$ cat src/rtl/seq_scan_ctrl.sv
// seq_scan_ctrl: feeds each accepted word bit-serially into an external
// "0,0,...,1" sequence detector and counts the matches that belong to it.
// The word is framed as WIDTH data bits followed by two 1-bits. The two 1-bits
// flush the detector back to its start state before the next word.
// The detector output lags det_x by two edges. A 2-deep tag pipeline marks which
// detector pulses belong to data bits.
// Optional build macro: SEQ_SCAN_LSB_FIRST_EN shifts in_data[0] out first.
// Without it, in_data[WIDTH-1] goes first.
module seq_scan_ctrl #(
  parameter int WIDTH = 8
) (
  input  logic             clk,
  input  logic             reset,
  input  logic             in_valid,
  output logic             in_ready,
  input  logic [WIDTH-1:0] in_data,
  output logic             det_x,
  input  logic             det_y,
  output logic             out_valid,
  input  logic             out_ready,
  output logic [4:0]       out_count,
  output logic [15:0]      total_count
);

  typedef enum logic [1:0] {IDLE, SHIFT, DRAIN, DONE} state_t;

  localparam logic [4:0] LAST_IDX = 5'(WIDTH - 1);

  state_t           state_q, state_d;
  logic [WIDTH-1:0] shreg_q;
  logic [4:0]       idx_q;
  logic [1:0]       tag_q;   // [0] = bit presented last cycle, [1] = two cycles ago
  logic [4:0]       cnt_q;
  logic [15:0]      total_q;
  logic [16:0]      sum;
  logic             cur_bit;

`ifdef SEQ_SCAN_LSB_FIRST_EN
  assign cur_bit = shreg_q[0];
`else
  assign cur_bit = shreg_q[WIDTH-1];
`endif

  // State register
  always_ff @(posedge clk or negedge reset) begin
    if (!reset) state_q <= IDLE;
    else        state_q <= state_d;
  end

  // Next state, handshakes, serial bit and saturating total
  always_comb begin
    state_d   = state_q;
    in_ready  = 1'b0;
    out_valid = 1'b0;
    det_x     = 1'b1;
    sum       = {1'b0, total_q} + 17'(cnt_q);
    case (state_q)
      IDLE: begin
        in_ready = 1'b1;
        if (in_valid) state_d = SHIFT;
      end
      SHIFT: begin
        det_x = cur_bit;
        if (idx_q == LAST_IDX) state_d = DRAIN;
      end
      DRAIN: begin
        if (idx_q == 5'd1) state_d = DONE;
      end
      DONE: begin
        out_valid = 1'b1;
        if (out_ready) state_d = IDLE;
      end
      default: state_d = IDLE;
    endcase
  end

  // Datapath: shift register, bit index, tag pipeline, match counters
  always_ff @(posedge clk or negedge reset) begin
    if (!reset) begin
      shreg_q <= '0;
      idx_q   <= '0;
      tag_q   <= '0;
      cnt_q   <= '0;
      total_q <= '0;
    end else begin
      tag_q <= {tag_q[0], state_q == SHIFT};
      // A pulse counts only when its attributed bit was a data bit.
      if (det_y && tag_q[1]) cnt_q <= cnt_q + 5'd1;
      case (state_q)
        IDLE: begin
          if (in_valid) begin
            shreg_q <= in_data;
            idx_q   <= '0;
            cnt_q   <= '0;
          end
        end
        SHIFT: begin
`ifdef SEQ_SCAN_LSB_FIRST_EN
          shreg_q <= shreg_q >> 1;
`else
          shreg_q <= shreg_q << 1;
`endif
          idx_q <= (idx_q == LAST_IDX) ? 5'd0 : idx_q + 5'd1;
        end
        DRAIN: idx_q <= idx_q + 5'd1;
        DONE: begin
          if (out_ready) total_q <= sum[16] ? 16'hFFFF : sum[15:0];
        end
        default: ;
      endcase
    end
  end

  assign out_count   = cnt_q;
  assign total_count = total_q;

endmodule
$ cat config.mk
export PLATFORM = sky130hd
export DESIGN_NAME = seq_scan_ctrl
export DESIGN_NICKNAME = d
export VERILOG_FILES = /design/src/rtl/seq_scan_ctrl.sv
export SDC_FILE = /design/constraint.sdc
export NUM_CORES = 1
export LEC_CHECK = 0
export BUFFER_PORTS_ARGS = -buffer_cell sky130_fd_sc_hd__buf_2
export CORE_ASPECT_RATIO = 1.5
export CORE_MARGIN = 4
export CORE_UTILIZATION = 55
export DETAILED_ROUTE_END_ITERATION = 8
export GPL_ROUTABILITY_DRIVEN = 0
export HOLD_SLACK_MARGIN = 0.1
export PLACE_DENSITY_LB_ADDON = 0.05
export SYNTH_ARGS = -nofsm -noshare
export SYNTH_HDL_FRONTEND = slang
export SYNTH_SLANG_ARGS = --single-unit
$ cat constraint.sdc
create_clock -name clk -period 2.8 [get_ports clk]
set_clock_uncertainty 0.15 [all_clocks]
set_input_delay 0.14 -clock clk [delete_from_list [all_inputs] [get_ports clk]]
set_output_delay 0.14 -clock clk [all_outputs]
set_load 0.01 [all_outputs]
==> results of run 1 <==
-- where the power goes --
| group | switching (mW) | internal (mW) | total (mW) | leakage, nW |
|---|---|---|---|---|
| sequential | 0.166 | 0.720 | 0.886 | 0.479 |
| combinational | 0.604 | 0.528 | 1.13 | 0.694 |
| clock | 0.182 | 0.267 | 0.448 | 0.0524 |
-- registers in the layout, summed over array words and instances (netlist names) --
register,count
out_count,5
idx_q,5
tag_q,2
shreg_q,8
state_q,2
total_count,16
-- stage by stage --
step,instance area (sq um),utilization
floorplan,2160,-
global placement,2370,0.637
detailed placement,2370,0.637
CTS,2570,0.693
global route,2570,0.693
finish,2570,0.693
-- cell families after synthesis --
| group | Yosys count | synth area share |
|---|---|---|
| muxes | 11 | 0.0574 |
| xor gates and xnor gates | 14 | 0.0568 |
| adders and majority gates | 13 | 0.0788 |
| AOI/OAI and AO/OA | 59 | 0.174 |
| and+or+nand+nor | 68 | 0.155 |
| buffers and inverters | 21 | 0.0382 |
| DFF | 38 | 0.440 |
-- cells in the mapped netlist, drive strengths merged --
cell type   n  area (sq um)
dfrtp      38           951
nand2      23          88.8
a21oi      16          83.8
o22ai      16           100
nand3      14          75.1
inv        13          48.8
ha         12           150
nor2       11          41.3
xor2       11          96.3
mux2        8          93.8
o21ai       8          40.0
buf         4          18.8
clkbuf      4          15.0
nand2b      4          25.0
nor3        4          20.0
o2111ai     4          35.0
a31oi       3          18.8
and2        3          18.8
mux2i       3          30.0
o22a        3          26.3
xnor2       3          26.3
and3        2          12.5
nand4       2          12.5
o21bai      2          15.0
o31a        2          17.5
o31ai       2          15.0
a211o       1          8.76
and4        1          8.76
fa          1          20.0
nor2b       1          6.26
nor4        1          6.26
o211ai      1          7.51
o21a        1          7.51
or2b        1          8.76
or4b        1          10.0
-- final cells by class --
| class | instances | area [sq um] | share of cell area |
|---|---|---|---|
| clock buffers | 7 | 76.3 | 0.0297 |
| inverters | 13 | 48.8 | 0.0190 |
| flip-flops and latches | 38 | 951 | 0.369 |
| multi-input cells | 165 | 1130 | 0.438 |
| well taps | 43 | 53.8 | 0.0209 |
| repair buffers | 47 | 288 | 0.112 |
| clock inverters | 1 | 30.0 | 0.0117 |
-- layer usage --
metal,vias up,global-route usage,share of wire
met4,0,0.0660,0.014
met5,-,0,0
met3,6,0.0338,0.026
li1,897,-,-
met2,28,0.376,0.53
met1,851,0.222,0.43
-- critical path, stage by stage, from the launching register on --
cell     delay [ns]
dfrtp_1        0.44
ha_1           0.25
fa_1           0.40
a21oi_1        0.24
o22ai_1        0.21
and2_0         0.28
o31a_1         0.31
-- worst paths after layout --
| kind | slack, ns | start | end | depth (start not counted) |
|---|---|---|---|---|
| min in group asynchronous | 0.35 | reset | total_count[12] | 2 |
| hold / removal | 0.18 | in_valid | shreg_q[2] | 3 |
| hold reg to reg | 0.20 | tag_q[0] | tag_q[1] | 0 |
| max in group asynchronous | 1.62 | reset | shreg_q[3] | 2 |
| setup reg to reg | 0.41 | out_count[0] | total_count[15] | 6 |
| setup / recovery | 0.41 | out_count[0] | total_count[15] | 6 |
-- repair_timing --
action | CTS | global route
setup endpoints to repair | 0 | 0
hold buffers | 10 | 0
endpoints found under the hold margin | 49 | 0
==> flow_summary.toml, run 1 <==
[outcome]
status = "complete, no violations"

[critical_path]
end_kind = "register"
start_kind = "register"
required_ns = 2.83
crit_fanout = 6
worstPathArrival_ns = 2.42
criticalPathCategory = "reg2reg"

[grt]
grt.overflow.total = 0
grt_pass1_wl_microns = 8000
grt_max_degree = 39
grt_use_total = 0.202
grt_pass1_vias = 1828
antenna_found_initial = 0

[final_layout]
drive_gt1_frac = 0.203
final_cell_mix = "dfrtp_1 (38), buf_2 (36), nand2_1 (22)"
areaGrowthSynthToFinish_pct = 19.2
diodes = 0
layoutNonFillerInstCount = 314
final_common_cell = "dfrtp_1"
nFillCells = 301
nets = 296

[timing]
clock.fmax_mhz = 418
hold_ws_ns = 0.182
tns_ns = 0
timing.final.ws_setup_ns = 0.409
worst_pin_slew_ns = 0.838
setup_viol = 0
relSlewSlack = 0.441
period_needed_ns = 2.39
rsz0062_at_grt = "no"
maxSlewViolCount = 0
fin_crit_sh = 0.854
hold_violations = 0

[routing]
drt-initial-drc-count = 72
wl_per_cell_microns = 14.5
viasPerCell = 5.68
first_pass_iters = 4
antenna_left = 0
drc = 0
vias = 1782
wirelength_microns = 4540

[clock_tree]
cts_tree = "built"
cts-resized-gates = 0
clock_sinks = 38
root_buffer = "clkbuf_8"
path_clk_slew_ns = 0.08
post-cts-setup-buffer-count = 0
clk_path_buf_depth = 2
clk_latency_ns = 0.28
cts.htree.levels = 2
cts_buffers = 5

[floorplan]
pin_count = 37
num_rows = 27
core_area_sq_um = 3720
fp.dieW_microns = 59.2
start_util = 0.581
die_h_microns = 84.7
dieArea_sq_um = 5010

[yosys]
syn_avg_cell_area_sq_um = 9.64
yosysWarnings = 0
synth.cell_area_sq_um = 2160
synthCells = 224
ys_types = 41
ys_ff_latch = 38
synth_fp_nets = 250
yosysSeqAreaShare = 0.440

[place]
hpwl_microns = 3100
post-place-ws_ns = 0.430
io_buffer_count = 36
numPlacedInstances = 296

[pwr]
p_leak_nw = 1.23
finalPower_mw = 2.47
power_density_nw_per_um2 = 958
irDropWorstVdd_v = 0.000772

[run]
cap_viol_max_count = 0

[hold_path]
hold_class = "in2reg"
No activity file was read; power rests on OpenSTA's default activity.
==> run 2, diff against run 1 <==
- BUFFER_PORTS_ARGS: -buffer_cell sky130_fd_sc_hd__buf_2 -> default
- DONT_BUFFER_PORTS: default -> 1
==> flow_summary.toml, run 2 (synthesis gave the netlist of run 1 again) <==
[final_layout]
drive_gt1_frac = 0.0921
final_cell_mix = "dfrtp_1 (38), nand2_1 (22), o22ai_1 (16)"
largest_register_ffs = 16
multi_input_area_sq_um = 1130
final_common_cell = "dfrtp_1"
nFillCells = 297
nets = 264
areaGrowthSynthToFinish_pct = 13.3
diodes = 0
regArea_sq_um = 951

[critical_path]
start_kind = "register"
worstPathArrival_ns = 2.48
crit_fanout = 9
end_kind = "register"
criticalPathCategory = "reg2reg"
required_ns = 2.81

[routing]
wl_per_cell_microns = 16.4
wirelength_microns = 4620
first_pass_iters = 4
antenna_left = 0
vias = 1720
drc = 0
viasPerCell = 6.10
drt-initial-drc-count = 64

[grt]
grt_pass1_wl_microns = 8200
antenna_found_initial = 0
grt_max_degree = 39
grt_use_total = 0.205
grt_pass1_vias = 1817
grt.overflow.total = 0

[clock_tree]
clk_path_buf_depth = 2
root_buffer = "clkbuf_8"
cts.htree.levels = 2
clock_sinks = 38
cts_buffers = 5
path_clk_slew_ns = 0.08
post-cts-setup-buffer-count = 0
cts_tree = "built"
cts-resized-gates = 0
clk_latency_ns = 0.29

[place]
io_buffer_count = 0
hpwl_microns = 3290

[timing]
hold_ws_ns = 0.118
hold_violations = 0
period_needed_ns = 2.47
relSlewSlack = 0.638
setup_viol = 0
maxSlewViolCount = 0
clock.fmax_mhz = 405
rsz0062_at_grt = "no"
tns_ns = 0
worst_pin_slew_ns = 0.543
fin_crit_sh = 0.882

[floorplan]
die_h_microns = 84.7
num_rows = 27
core_area_sq_um = 3720
pin_count = 37
dieArea_sq_um = 5010
start_util = 0.581
fp.dieW_microns = 59.2

[pwr]
p_leak_nw = 1.10
irDropWorstVdd_v = 0.000742
power_density_nw_per_um2 = 993

[run]
cap_viol_max_count = 0

[hold_path]
hold_class = "in2reg"

[outcome]
status = "complete, no violations"
run 2: cell count changes in the layout (fill, tap and decap cells not counted):
cell	previous run	this run
clkbuf_1	2	0
clkinv_2	0	2
dlygate4sd3_1	10	13
buf_2	36	0
buf_12	0	1
run 2: final timing paths:
path,startpoint,end,slack (ns),cells after the start
max in group asynchronous,reset,state_q[1],2.16,2
worst max register to register,out_count[0],total_count[7],0.33,7
worst min register to register,tag_q[0],tag_q[1],0.20,0
worst max-delay path,out_count[0],total_count[7],0.33,7
min in group asynchronous,reset,total_count[13],0.15,2
worst min-delay path,in_valid,shreg_q[6],0.12,3
run 2: what timing repair did:
item | in CTS | in global routing
endpoints found under the setup margin | 0 | 0
hold buffers | 14 | 0
endpoints found under the hold margin | 53 | 0
run 2: metal layers:
| metal | part of all wire | GRT usage | vias to the layer above |
|---|---|---|---|
| met5 | 0 | 0 | - |
| met4 | 0.019 | 0.0619 | 0 |
| met3 | 0.066 | 0.0554 | 9 |
| met2 | 0.54 | 0.368 | 52 |
| met1 | 0.38 | 0.228 | 828 |
| li1 | - | - | 831 |
run 2: worst max-delay path, stage by stage (launching register included):
cell and delay [ns]:
dfrtp_1 0.47, ha_1 0.27, fa_1 0.41, a21oi_1 0.24, o22ai_1 0.21, and2_0 0.30, nand2_2 0.21, nand2_1 0.08
run 2: cell type report:
cell class                 instances  share of cell area
clock buffer                       5              0.0281
clock inverter                     3              0.0164
inverter                          13              0.0199
multi-input combinational        165               0.460
sequential                        38               0.389
tap                               43              0.0220
timing repair buffer              15              0.0644
run 2: stage by stage:
stage	power (mW)	worst slack, ns	std cells	util	instance area [sq um]
after detailed placement	1.93	0.368	260	0.589	2190
after CTS	2.44	0.342	282	0.658	2450
after floorplan	1.73	0.564	224	-	2160
after global routing	2.65	0.163	282	0.658	2450
final	2.43	0.332	282	0.658	2450
after global placement	1.87	0.432	260	0.589	2190
run 2: where the power goes:
| part | total (mW) | internal, mW | leakage (nW) | switching (mW) |
|---|---|---|---|---|
| combinational | 1.04 | 0.489 | 0.560 | 0.548 |
| clock | 0.459 | 0.262 | 0.0579 | 0.197 |
| sequential | 0.934 | 0.719 | 0.479 | 0.215 |
| total | 2.43 | 1.47 | 1.10 | 0.960 |
==> run 3, diff against run 2 <==
- GPL_TIMING_DRIVEN: default -> 0
==> flow_summary.toml, run 3 (synthesis gave the netlist of run 1 again) <==
[hold_path]
hold_class = "in2reg"
min_delay_path_depth = 4
holdPathEnd = "out_count[3]"
worstHoldStart = "det_y"

[clock_tree]
root_buffer = "clkbuf_8"
cts.htree.levels = 2
post-cts-setup-buffer-count = 0
clock_sinks = 38
path_clk_slew_ns = 0.08
clk_path_buf_depth = 2
clk_latency_ns = 0.28
cts_buffers = 5
cts_tree = "built"

[final_layout]
drive_gt1_frac = 0.0980
nFillCells = 298
utilization = 0.659
diodes = 0
final_common_cell = "dfrtp_1"
multi_input_area_sq_um = 1130
nets = 270
largest_register_ffs = 16
regArea_sq_um = 951
final_cell_mix = "dfrtp_1 (38), nand2_1 (22), o22ai_1 (16)"
areaGrowthSynthToFinish_pct = 13.4

[critical_path]
path_cells = "ha_1 > fa_1 > a21oi_1 > o22ai_1 > and2_0 > buf_2 > o31a_1"
crit_fanout = 6
worst-path-buf-inv = 1
reg2reg_slack_ns = 0.34
crit_path_max_incr_delay_ns = 0.48
rr_endpoint = "total_count[15]"
ff2ff_path_depth = 7
start_kind = "register"
end_kind = "register"
critPathTopFamily = "compound AO/OA/AOI/OAI gates"
worstPathArrival_ns = 2.49
required_ns = 2.83
criticalPathCategory = "reg2reg"
reg2reg_from = "out_count[0]"
cp_slowest_cell = "dfrtp_1"

[routing]
vias = 1780
wirelength_microns = 4700
wl_per_cell_microns = 16.3
drt-initial-drc-count = 115
first_pass_iters = 4
viasPerCell = 6.18
drc = 0
antenna_left = 0

[place]
io_buffer_count = 0
hpwl_microns = 3310

[timing]
rsz0062_at_grt = "no"
maxSlewViolCount = 0
worst_pin_slew_ns = 0.467
setup_viol = 0
tns_ns = 0
fin_crit_sh = 0.880
relSlewSlack = 0.685
period_needed_ns = 2.46
hold_violations = 0
clock.fmax_mhz = 406

[floorplan]
pin_count = 37
fp.dieW_microns = 59.2
dieArea_sq_um = 5010
num_rows = 27
core_area_sq_um = 3720
start_util = 0.581
die_h_microns = 84.7

[run]
cap_viol_max_count = 0

[grt]
grt_pass1_vias = 1858
antenna_found_initial = 0
grt_pass1_wl_microns = 8160
grt.overflow.total = 0
grt_max_degree = 39
grt_use_total = 0.205

[pwr]
irDropWorstVdd_v = 0.000805
power_density_nw_per_um2 = 968
p_leak_nw = 1.09

[outcome]
status = "complete, no violations"
## run 3: how the worst max path moves through the flow
stage / from / end / slack, ns / cells after the start
after floorplan: out_count[0] / total_count[15] / 0.56 / 7
after global placement: out_count[0] / total_count[15] / 0.35 / 7
after detailed placement: out_count[0] / total_count[15] / 0.35 / 7
after CTS: out_count[0] / total_count[15] / 0.33 / 7
after global routing: out_count[0] / total_count[13] / 0.16 / 8
final: out_count[0] / total_count[15] / 0.34 / 7
## run 3: cell type report
cell class	count	area share
Buffer	8	0.0138
Clock buffer	6	0.0337
Clock inverter	2	0.00511
Inverter	13	0.0199
Multi-Input combinational cell	165	0.460
Sequential cell	38	0.388
Tap cell	43	0.0220
Timing Repair Buffer	13	0.0572
## run 3: tightest hold or removal path: cells and delay by family
kind | cells | cell delay, ns
simple gates | 3 | 0.31
xor+xnor | 1 | 0.07
## run 3: through the flow
stage                     power [mW]  setup WS (ns)  area [sq um]  hold slack, ns  cells
after floorplan                 1.73          0.564          2160          -0.306    224
after global placement          1.88          0.351          2210          -0.305    267
after detailed placement        1.95          0.352          2210          -0.304    267
after CTS                       2.38          0.325          2450           0.122    288
after global routing            2.57          0.157          2450           0.142    288
final                           2.37          0.336          2450           0.131    288
## run 3: report_power, final
part | switching (mW) | internal, mW | leakage, nW | total, mW
combinational | 0.561 | 0.482 | 0.568 | 1.04
sequential | 0.214 | 0.719 | 0.479 | 0.933
clock | 0.195 | 0.198 | 0.0472 | 0.393
## run 3: layer usage
layer	GRT usage	vias to the layer above	part of all wire
met5	0	-	0
met4	0.0825	0	0.022
met3	0.0446	12	0.060
met2	0.353	67	0.53
met1	0.239	861	0.39
li1	-	840	-
## run 3: timing repair
| item | CTS | global route |
|---|---|---|
| hold buffers | 13 | 0 |
| resized for setup | 0 | 0 |
| hold endpoints to repair | 51 | 0 |
